==> config.mk <==
export PLATFORM = sky130hd
export DESIGN_NAME = fft_input_loader
export DESIGN_NICKNAME = d
export VERILOG_FILES = /design/src/rtl/fft_input_loader.sv
export SDC_FILE = /design/constraint.sdc
export NUM_CORES = 1
export LEC_CHECK = 0
export ABC_CLOCK_PERIOD_IN_PS = 10540
export CAP_MARGIN = 20
export CORE_MARGIN = 4
export CORE_UTILIZATION = 45
export DETAILED_ROUTE_END_ITERATION = 10
export GPL_TIMING_DRIVEN = 1
export PLACE_DENSITY = 0.77
export SETUP_SLACK_MARGIN = 0.2
export SLEW_MARGIN = 30
export SYNTH_ARGS = -nofsm -noshare
export SYNTH_HDL_FRONTEND = slang
export SYNTH_SLANG_ARGS = --single-unit
==> constraint.sdc <==
create_clock -name clk -period 10.54 [get_ports clk]
set_clock_uncertainty 0.2 [all_clocks]
set_input_delay 1.581 -clock clk [delete_from_list [all_inputs] [get_ports clk]]
set_output_delay 1.581 -clock clk [all_outputs]
set_load 0.005 [all_outputs]
==> src/rtl/fft_input_loader.sv <==
// rtl/fft_input_loader.sv - serial-to-parallel 8-sample frame loader for the FFT pipeline
// Define FFT_LOADER_BITREV_EN to store sample n in slot bitrev(n); otherwise natural order.
module fft_input_loader #(
  parameter int N = 4
) (
  input  logic            clk,
  input  logic            rst,
  input  logic [2**N-1:0] s_r,
  input  logic [2**N-1:0] s_i,
  input  logic            s_valid,
  input  logic            s_last,
  output logic            s_ready,
  output logic [2**N-1:0] out_0_r,
  output logic [2**N-1:0] out_0_i,
  output logic [2**N-1:0] out_1_r,
  output logic [2**N-1:0] out_1_i,
  output logic [2**N-1:0] out_2_r,
  output logic [2**N-1:0] out_2_i,
  output logic [2**N-1:0] out_3_r,
  output logic [2**N-1:0] out_3_i,
  output logic [2**N-1:0] out_4_r,
  output logic [2**N-1:0] out_4_i,
  output logic [2**N-1:0] out_5_r,
  output logic [2**N-1:0] out_5_i,
  output logic [2**N-1:0] out_6_r,
  output logic [2**N-1:0] out_6_i,
  output logic [2**N-1:0] out_7_r,
  output logic [2**N-1:0] out_7_i,
  output logic            frame_valid,
  input  logic            frame_ack,
  output logic            frame_err
);

  localparam int W = 2**N;

  typedef enum logic [1:0] {INIT, FILL, HOLD} state_t;

  state_t         state;
  logic [2:0]     cnt;
  logic [W-1:0]   slot_r [8];
  logic [W-1:0]   slot_i [8];

  function automatic logic [2:0] map_slot(input logic [2:0] c);
`ifdef FFT_LOADER_BITREV_EN
    return {c[0], c[1], c[2]};
`else
    return c;
`endif
  endfunction

  // s_ready is high exactly while in FILL, so it doubles as the handshake qualifier.
  always_ff @(posedge clk or posedge rst) begin
    if (rst) begin
      state       <= INIT;
      cnt         <= 3'd0;
      s_ready     <= 1'b0;
      frame_valid <= 1'b0;
      frame_err   <= 1'b0;
      for (int k = 0; k < 8; k++) begin
        slot_r[k] <= '0;
        slot_i[k] <= '0;
      end
    end else begin
      frame_err <= 1'b0;
      case (state)
        INIT: begin
          state   <= FILL;
          cnt     <= 3'd0;
          s_ready <= 1'b1;
        end
        FILL: begin
          if (s_valid && s_ready) begin
            slot_r[map_slot(cnt)] <= s_r;
            slot_i[map_slot(cnt)] <= s_i;
            if (cnt == 3'd7 && s_last) begin
              state       <= HOLD;
              cnt         <= 3'd0;
              s_ready     <= 1'b0;
              frame_valid <= 1'b1;
            end else if (cnt == 3'd7 || s_last) begin
              // misaligned frame: restart from slot 0, leftovers get overwritten
              cnt       <= 3'd0;
              frame_err <= 1'b1;
            end else begin
              cnt <= cnt + 3'd1;
            end
          end
        end
        HOLD: begin
          if (frame_ack) begin
            state       <= FILL;
            cnt         <= 3'd0;
            s_ready     <= 1'b1;
            frame_valid <= 1'b0;
          end
        end
        default: begin
          state       <= INIT;
          cnt         <= 3'd0;
          s_ready     <= 1'b0;
          frame_valid <= 1'b0;
        end
      endcase
    end
  end

  assign out_0_r = slot_r[0];
  assign out_0_i = slot_i[0];
  assign out_1_r = slot_r[1];
  assign out_1_i = slot_i[1];
  assign out_2_r = slot_r[2];
  assign out_2_i = slot_i[2];
  assign out_3_r = slot_r[3];
  assign out_3_i = slot_i[3];
  assign out_4_r = slot_r[4];
  assign out_4_i = slot_i[4];
  assign out_5_r = slot_r[5];
  assign out_5_i = slot_i[5];
  assign out_6_r = slot_r[6];
  assign out_6_i = slot_i[6];
  assign out_7_r = slot_r[7];
  assign out_7_i = slot_i[7];

endmodule
==> impl_results.md, run 1 <==
- GPL Wtd Cong: a little under 0.8
- Initial DRC Count: roughly 170
- Hold Path Class: reg -> reg
- Number of diodes: 0
- Buffers & Inverters on Critical Path: 2
- Cell variety after synth: 27
- Most common cell after layout, fill and taps aside: clkdlybuf4s50_1
- WHS Path Cells: 1
- Clk Latency, worst-skew pair: 520 ps
- Minimum clock period: ~3700 ps
- Rel. slew slack: 39.7%
- Wire per inst: roughly 21 um
- TritonCTS clock tree: yes
- GRT overflow: 0
- Fin crit share: 35.4%
- Syn nets: 630
- Global Route Usage Sum: about a fifth
- Status: completed
- Share of Yosys cell area claimed by the top area cell type: around 65%
- WP data required: about 11000 ps
- CP max FO: 20
- Final Hold Fails: 0
- CTS max path bufs: 3
- Synth warn: 0
- Max-slew violation count: 0
- Routed vias: around 6k
- H-tree depth: 1
- Post-route cell area: between 0.01 and 0.015 mm^2
- # Post-CTS Setup Buffers: 0
- Num ports: 296
- Most frequent cells in the layout: 295 x clkdlybuf4s50_1, 264 x dfrtp_1, 200 x mux2_2, 56 x mux2_1, 27 x clkbuf_16
- Die height: around 160 um
- Syn-to-layout area delta: 40.1%
- Critical R2R Capture: out_5_r[7]
- WS Path Type: in -> reg
- Synthesized area: between 0.01 and 0.015 mm^2
- Critical-path top delay cell: nor4_4
- Fin Setup TNS: 0 ps
- Ys async rst share: between 90% and 100%
- Proportion of synthesized area in mux cells: ~29%
- Synth Area in Compound Gates: 0.521%
- CP peak stage delay: between 700 and 800 ps
- CTS Root Cell: clkbuf_16
- Flop and latch count out of synthesis: 264
- CP top delay family: buffers and inverters
- Critical Path End Type: flip-flop
- Worst IR drop on VDD: around 0.15 mV
- Leak pwr: between 0.006 and 0.007 uW
- Sequential area share after synthesis: 65.5%
- Hpwl dp: 17.2 mm
- Met1 WL: between 10 and 15 mm
- Simple-gate share of the synthesized area: 2.46%
- Post_cts resized: 0
- R2R depth: 4
- Synth Flop Type: dfrtp_1
- CTS Hold Bufs: 0
- Cells after Synth: between 500 and 600
- Arrival time at the worst endpoint: about 3900 ps
- Initial core utilization: a little under half
- Worst hold path endpoint: out_6_r[1]
- WL final: about 25 mm
- Total CTS buffers: 27
- CORE AREA: roughly 0.022 mm^2
- Syn_area_per_cell: 17.1 um^2
- Vias in the first global route: 6432
- Initial antenna violation count: 0
- Area contributors post-synth: dfrtp_1 65%, mux2_2 22%, mux2_1 6.2%
- Share of layout cells above drive strength 1: about 28%
- Layout fillers: between 1.5k and 2k
- Unrepaired setup endpoints after global routing: no
- Met3 WL post-DR: around 1.8 mm
- CP startpoint kind: input port
- Drt via density: 5.14
- Top cell type by total area after synthesis: dfrtp_1
- Largest family of logic cells by synthesized area: multiplexers
- Met2 wire length: between 10 and 15 mm
- Pin count of the biggest net entering global routing: roughly 130
- WHS: between 200 and 300 ps
- Highest clock rate: around 0.27 GHz
- Finished Core Util: around 64%
- Reg2reg start: cnt[0]
- Uppermost layer routed: met4
- First-pass GRT wire length: between 30 and 40 mm
- # DRC: 0
- Post-synthesis adder-cell area fraction: less than 1%
- Post-synth EDFFs: 0
- R2r setup slk: between 7000 and 8000 ps
- Crit-path cells: clkdlybuf4s50_1 > nand4b_4 > nor4_4 > buf_4 > mux2_2
- CTS clock-pin slew for the worst setup and hold paths: around 60 ps
- Nets: approximately 940
- FP Rows: 54
- ANT nets after route: 0
- Worst-Margin Slew: 898 ps
- Setup violators final: 0
- Port bufs: approximately 300
- Die Area: roughly 0.025 mm^2
- Placed instance area: between 0.01 and 0.015 mm^2
- Clk sinks: between 200 and 300
- Die width: 158 um
- Number of max-cap violations: 0
- Hold Crit Start: out_6_r[1]
- Pwr dens: about 290 mW/mm^2
- Drt first pass iters: 4
- Post-synthesis xor/xnor area fraction: 0%
routing by layer:
metal / GRT usage [%] / up-vias
met3: 5.85 / 34
li1: - / 2722
met5: 0 / -
met2: 33.4 / 187
met4: 4.71 / 0
met1: 26.6 / 3195
area by class of cell:
cell class | count | area, um^2 | share of cell area, %
inverters | 7 | 38.8 | 0.274
clock inverters | 4 | 45.0 | 0.319
repair buffers | 303 | 3020 | 21.3
flip-flops and latches | 264 | 6610 | 46.7
well taps | 280 | 350 | 2.48
clock buffers | 43 | 806 | 5.70
multi-input cells | 294 | 3280 | 23.2
cell families (layout without fill, tap and decap cells):
logic type,count (synthesis),after routing
flip-flops,264,264
multiplexers,259,259
buffers and inverters,31,357
AND/OR/NAND/NOR,23,23
AO/OA/AOI/OAI,8,8
adder cells (fa/ha/maj),4,4
report_power, final:
part / switching (uW) / leakage (uW) / internal, uW
Clock: 370 / 0.000420 / 543
Combinational: 484 / 0.00254 / 1010
Sequential: 219 / 0.00338 / 1430
Total: 1070 / 0.00634 / 2980
synth_stat cells, types with 3 or more instances:
master   instances
inv_1            4
nor4_4           4
buf_2           12
dfrtp_1        264
mux2i_1          3
inv_2            3
buf_6           12
ha_1             4
nand2_1          7
mux2_1          56
mux2_2         200
through the flow:
| step | total power [uW] | cells | worst slack, ps |
|---|---|---|---|
| 5_1_grt | 4280 | 1195 | 6680 |
| 4_1_cts | 4100 | 1194 | 6700 |
| 2_1_floorplan | 2140 | 589 | 1490 |
| 3_3_place_gp | 3130 | 1147 | 6200 |
| 6_report | 4050 | 1195 | 6810 |
| 3_5_place_dp | 3170 | 1147 | 6170 |
worst max path at each step:
stage	from	endpoint	slack (ps)	cells past startpoint
floorplan	rst	cnt[0]	1490	1
detailed placement	s_valid	out_6_r[5]	6170	5
global route	s_valid	out_5_r[7]	6680	5
global placement	s_valid	out_6_i[2]	6200	5
finish	s_valid	out_5_r[7]	6810	5
CTS	s_valid	out_6_r[9]	6700	5
Note: power is estimated with default switching activity, not from simulation.
==> run 2: changes to the inputs <==
Settings changed: ABC_CLOCK_PERIOD_IN_PS 10540 to 3750.
Clock period 10.54 ns to 3.75 ns, I/O delays scaled along.
==> impl_results.md, run 2 (same netlist as run 1, synthesis figures left out) <==
- Global Route Usage Sum: 20.7%
- Crit-path cells: clkdlybuf4s50_1 > and4b_4 > nand4_4 > mux2_1
- Pwr dens: just over 800 mW/mm^2
- Max-slew violation count: 0
- WS Path Type: in -> reg
- Unrepaired setup endpoints after global routing: no
- Post_cts resized: 0
- Minimum clock period: 2410 ps
- Arrival time at the worst endpoint: around 2600 ps
- Number of max-cap violations: 0
- # Post-CTS Setup Buffers: 0
- Highest clock rate: ~0.41 GHz
- Met1 WL: 10.8 mm
- Layout Cells excl Fill: around 1.2k
- Die width: approximately 160 um
- Initial DRC Count: ~150
- TritonCTS clock tree: yes
- WL final: between 20 and 30 mm
- Share of layout cells above drive strength 1: approximately 30%
- ANT nets after route: 0
- Drt first pass iters: 4
- Nets: ~950
- # DRC: 0
- Pin count of the biggest net entering global routing: just over 70
- Port bufs: approximately 300
- H-tree depth: 1
- Met2 wire length: between 10 and 15 mm
- Uppermost layer routed: met4
- Die Area: between 0.02 and 0.025 mm^2
- Critical Path End Type: flip-flop
- Worst-Margin Slew: around 690 ps
- FP Rows: 54
- Rel. slew slack: a little over half
- Final Hold Fails: 0
- WP data required: slightly below 4000 ps
- Wire per inst: 21.6 um
- Initial antenna violation count: 0
- GRT overflow: 0
- CTS max path bufs: 3
- Final worst setup slack: 1340 ps
- Layout fillers: around 1.6k
- Drt via density: slightly above 5
- CTS Root Cell: clkbuf_16
- Most common cell after layout, fill and taps aside: clkdlybuf4s50_1
- Setup violators final: 0
- Most frequent cells in the layout: 295 x clkdlybuf4s50_1, 264 x dfrtp_1, 200 x mux2_2, 56 x mux2_1, 29 x clkbuf_16
- Die height: around 160 um
- Post-place setup slack: about 770 ps
- Hpwl dp: ~18 mm
- Fin crit share: 64.3%
- Vias in the first global route: 6716
- GPL Wtd Cong: around 0.79
- Routed vias: around 6.2k
- First-pass GRT wire length: 40.1 mm
- Total CTS buffers: 28
- CORE AREA: between 0.02 and 0.025 mm^2
- Num ports: 296
- Critical-path top delay cell: clkdlybuf4s50_1
- CP max FO: 32
- CTS clock-pin slew for the worst setup and hold paths: 60 ps
- Dpl cells: around 1.2k
- Hold Path Class: in -> async
- CTS Hold Bufs: 0
- Clk sinks: between 200 and 300
- Number of diodes: 0
- Status: completed
- Initial core utilization: between 40% and 50%
- CP peak stage delay: around 590 ps
- Clk Latency, worst-skew pair: approximately 530 ps
- CP startpoint kind: input port
- Leak pwr: 0.00645 uW
- Syn-to-layout area delta: 42.2%
- Worst IR drop on VDD: between 0.4 and 0.5 mV
- Met3 WL post-DR: 1.92 mm
-- run 2: metal layers --
metal  vias up  global-route usage (%)
met5         -                       0
met4         0                    5.12
met3        48                    6.07
met2       194                    34.5
met1      3220                    27.0
li1       2753                       -
-- run 2: final cells by class --
cell class                      instances  area (um^2)  share of cell area (%)
Sequential cell                       264         6610                    46.1
Multi-Input combinational cell        294         3260                    22.7
Timing Repair Buffer                  313         3150                    22.0
Clock buffer                           41          831                    5.79
Tap cell                              280          350                    2.44
Clock inverter                         11          114                   0.794
Inverter                                7         30.0                   0.209
-- run 2: worst paths after layout --
path                             from           to  slack (ps)  cells past startpoint
max                           s_valid  out_2_i[14]        1340                      4
min                               rst  out_3_r[12]         270                      2
max reg2reg                    cnt[0]   out_7_i[1]        1400                      4
min reg2reg                out_6_i[0]   out_6_i[0]         290                      1
max in group asynchronous         rst   out_1_i[7]        2320                      3
min in group clk           out_6_i[0]   out_6_i[0]         290                      1
-- run 2: report_power, final --
group          switching (uW)  total (uW)  leakage [uW]  internal [uW]
combinational            1360        4220       0.00261           2860
sequential                617        4620       0.00338           4010
clock                    1120        2800      0.000469           1670
total                    3110       11600       0.00645           8540
-- run 2: through the flow --
stage	hold slack, ps	TNS [ps]	util, %	area, um^2	total power, uW
floorplan	283	-130950	-	10100	6030
CTS	264	0	65.3	14300	11800
detailed placement	278	0	61.0	13400	8940
finish	265	0	65.3	14300	11600
global placement	266	0	61.0	13400	8810
global route	295	0	65.3	14300	12300
-- run 2: worst max-delay path: cells and delay by family --
family        cells  cell delay (ps)
buf+inv           1              590
mux               1              540
simple gates      2              910
==> run 3: changes to the inputs <==
Settings changed: ABC_CLOCK_PERIOD_IN_PS 3750 to 2200, CORE_UTILIZATION 45 to 43.
Clock period 3.75 ns to 2.2 ns, I/O delays scaled along.
==> impl_results.md, run 3 (same netlist as run 1, synthesis figures left out) <==
- Die height: between 150 and 200 um
- Post-place setup slack: -220 ps
- Number of max-cap violations: 0
- Critical-path top delay cell: dfrtp_2
- Placed instance area: around 0.014 mm^2
- CTS clock-pin slew for the worst setup and hold paths: 60 ps
- Switching pwr: between 5000 and 6000 uW
- First-pass GRT wire length: slightly above 40 mm
- R2R depth: 5
- Comb pwr share: 36.5%
- Pin count of the biggest net entering global routing: 118
- Worst IR drop on VDD: 0.938 mV
- Most common cell after layout, fill and taps aside: clkdlybuf4s50_1
- Global Route Usage Sum: roughly 20%
- Initial antenna violation count: 0
- Sw frac: 26.3%
- Vias in the first global route: 6789
- Initial DRC Count: between 200 and 250
- CP peak stage delay: between 400 and 500 ps
- CORE AREA: 0.0228 mm^2
- Rel. slew slack: between 50% and 60%
- Hpwl dp: between 15 and 20 mm
- Leak pwr: about 0.0070 uW
- Number of diodes: 0
- Drt via density: 4.98
- Worst-Margin Slew: approximately 640 ps
- Register share of total power: roughly two fifths
- Initial core utilization: around 44%
- Final worst setup slack: ~230 ps
- Total CTS buffers: 28
- Critical R2R Capture: out_5_r[4]
- Setup violators final: 0
- WP data required: about 2400 ps
- FP Rows: 55
- CP startpoint kind: flip-flop
- Most frequent cells in the layout: 274 x clkdlybuf4s50_1, 258 x dfrtp_1, 195 x mux2_2, 56 x mux2_1, 31 x clkbuf_16
- Routed vias: between 6k and 7k
- TritonCTS clock tree: yes
- WL final: 27.0 mm
- Layer with the highest usage: met2
- Minimum clock period: about 2000 ps
- Max-slew violation count: 0
- Clock power frac: 24.4%
- Die width: roughly 160 um
- # DRC: 0
- Hold Path Class: in -> async
- Share of layout cells above drive strength 1: about a third
- H-tree depth: 1
- Fin crit share: between 80% and 90%
- Met3 usage: 5.84%
- Wire per inst: between 20 and 25 um
- Status: completed
- Num ports: slightly below 300
- CP max FO: 10
- Drt first pass iters: 4
- CTS max path bufs: 3
- ANT nets after route: 0
- Clk sinks: around 260
- WS Path Type: reg -> reg
- Met1 global-route usage: about a quarter
- Crit-path cells: nand4b_4 > nor4_4 > buf_4 > buf_12 > mux2_2
- Cell-internal power: roughly 15000 uW
- Final Hold Fails: 0
- Arrival time at the worst endpoint: around 2200 ps
- Critical Path End Type: flip-flop
- Unrepaired setup endpoints after global routing: yes
- Syn-to-layout area delta: 47.5%
- GRT overflow: 0
- GPL Wtd Cong: between 0.7 and 0.8
- CTS Root Cell: clkbuf_16
- CTS Hold Bufs: 0
- Port bufs: ~300
- Die Area: roughly 0.026 mm^2
- Post-route cell area: between 0.01 and 0.015 mm^2
- Pwr dens: between 1000 and 1500 mW/mm^2
- Highest clock rate: about 0.51 GHz
- Clk Latency, worst-skew pair: roughly 520 ps
- GR Util met2: 33.9%
- Reg2reg start: state[1]
- Nets: a little under 1k
- R2r setup slk: ~230 ps
[run 3: cell types whose count changed in the layout (fill, tap and decap cells not counted), sizes merged, moves of 3 or more]
cell / previous run / this run
clkdlybuf4s50: 295 / 274
clkbuf: 41 / 46
buf: 18 / 40
dlymetal6s2s: 0 / 20
clkinv: 7 / 4
[run 3: layout make-up]
class	instances	area, um^2
tap	313	392
inverter	7	32.5
multi-input combinational	294	3310
sequential	264	6610
clock buffer	44	872
timing repair buffer	337	3550
fill	1656	7960
clock inverter	7	110
[run 3: routing by layer]
metal | wire [um] | part of all wire [%]
met1 | 11300 | 42
met4 | 631 | 2.3
met3 | 1950 | 7.2
met5 | 0 | 0
met2 | 13100 | 49
[run 3: worst max-delay path by stage]
stage / startpoint / endpoint / slack (ps) / depth (start not counted)
after floorplan: rst / cnt[0] / -1810 / 1
after global placement: s_valid / out_6_r[8] / -150 / 5
after detailed placement: s_valid / out_6_r[6] / -220 / 5
after CTS: cnt[0] / cnt[0] / 200 / 7
after global routing: state[1] / out_5_r[4] / 160 / 5
final: state[1] / out_5_r[4] / 230 / 5
[run 3: stage by stage]
stage	util (%)	hold WS, ps	total power [uW]	instances	setup TNS (ps)
after floorplan	-	216	10300	589	-478770
after global placement	59.7	266	15100	1201	-18360
after detailed placement	59.7	275	15300	1201	-37310
after CTS	64.2	19.1	20400	1256	0
after global routing	65.2	44.2	21200	1266	0
final	65.2	40.2	20100	1266	0
[run 3: worst max-delay path, delay by kind of cell, from the launching register on]
| kind | cells | cell delay [ps] |
|---|---|---|
| mux | 1 | 350 |
| simple gates | 2 | 520 |
| buf+inv | 2 | 340 |
| flops | 1 | 430 |
[run 3: power groups by stage]
| stage | clock [uW] | sequential (uW) | combinational [uW] |
|---|---|---|---|
| after global routing | 5270 | 8110 | 7840 |
| final | 4920 | 7870 | 7350 |
| after detailed placement | 0 | 7940 | 7360 |
| after floorplan | 0 | 8020 | 2250 |
| after global placement | 0 | 7860 | 7240 |
| after CTS | 5040 | 7890 | 7470 |
[run 3: what timing repair did]
item / in CTS / in global routing
buffers inserted: 4 / 7
gates resized for setup: 8 / 37
hold endpoints to repair: 0 / 0
cloned: 0 / 3
pin swaps: 1 / 2
endpoints found under the setup margin: 45 / 155
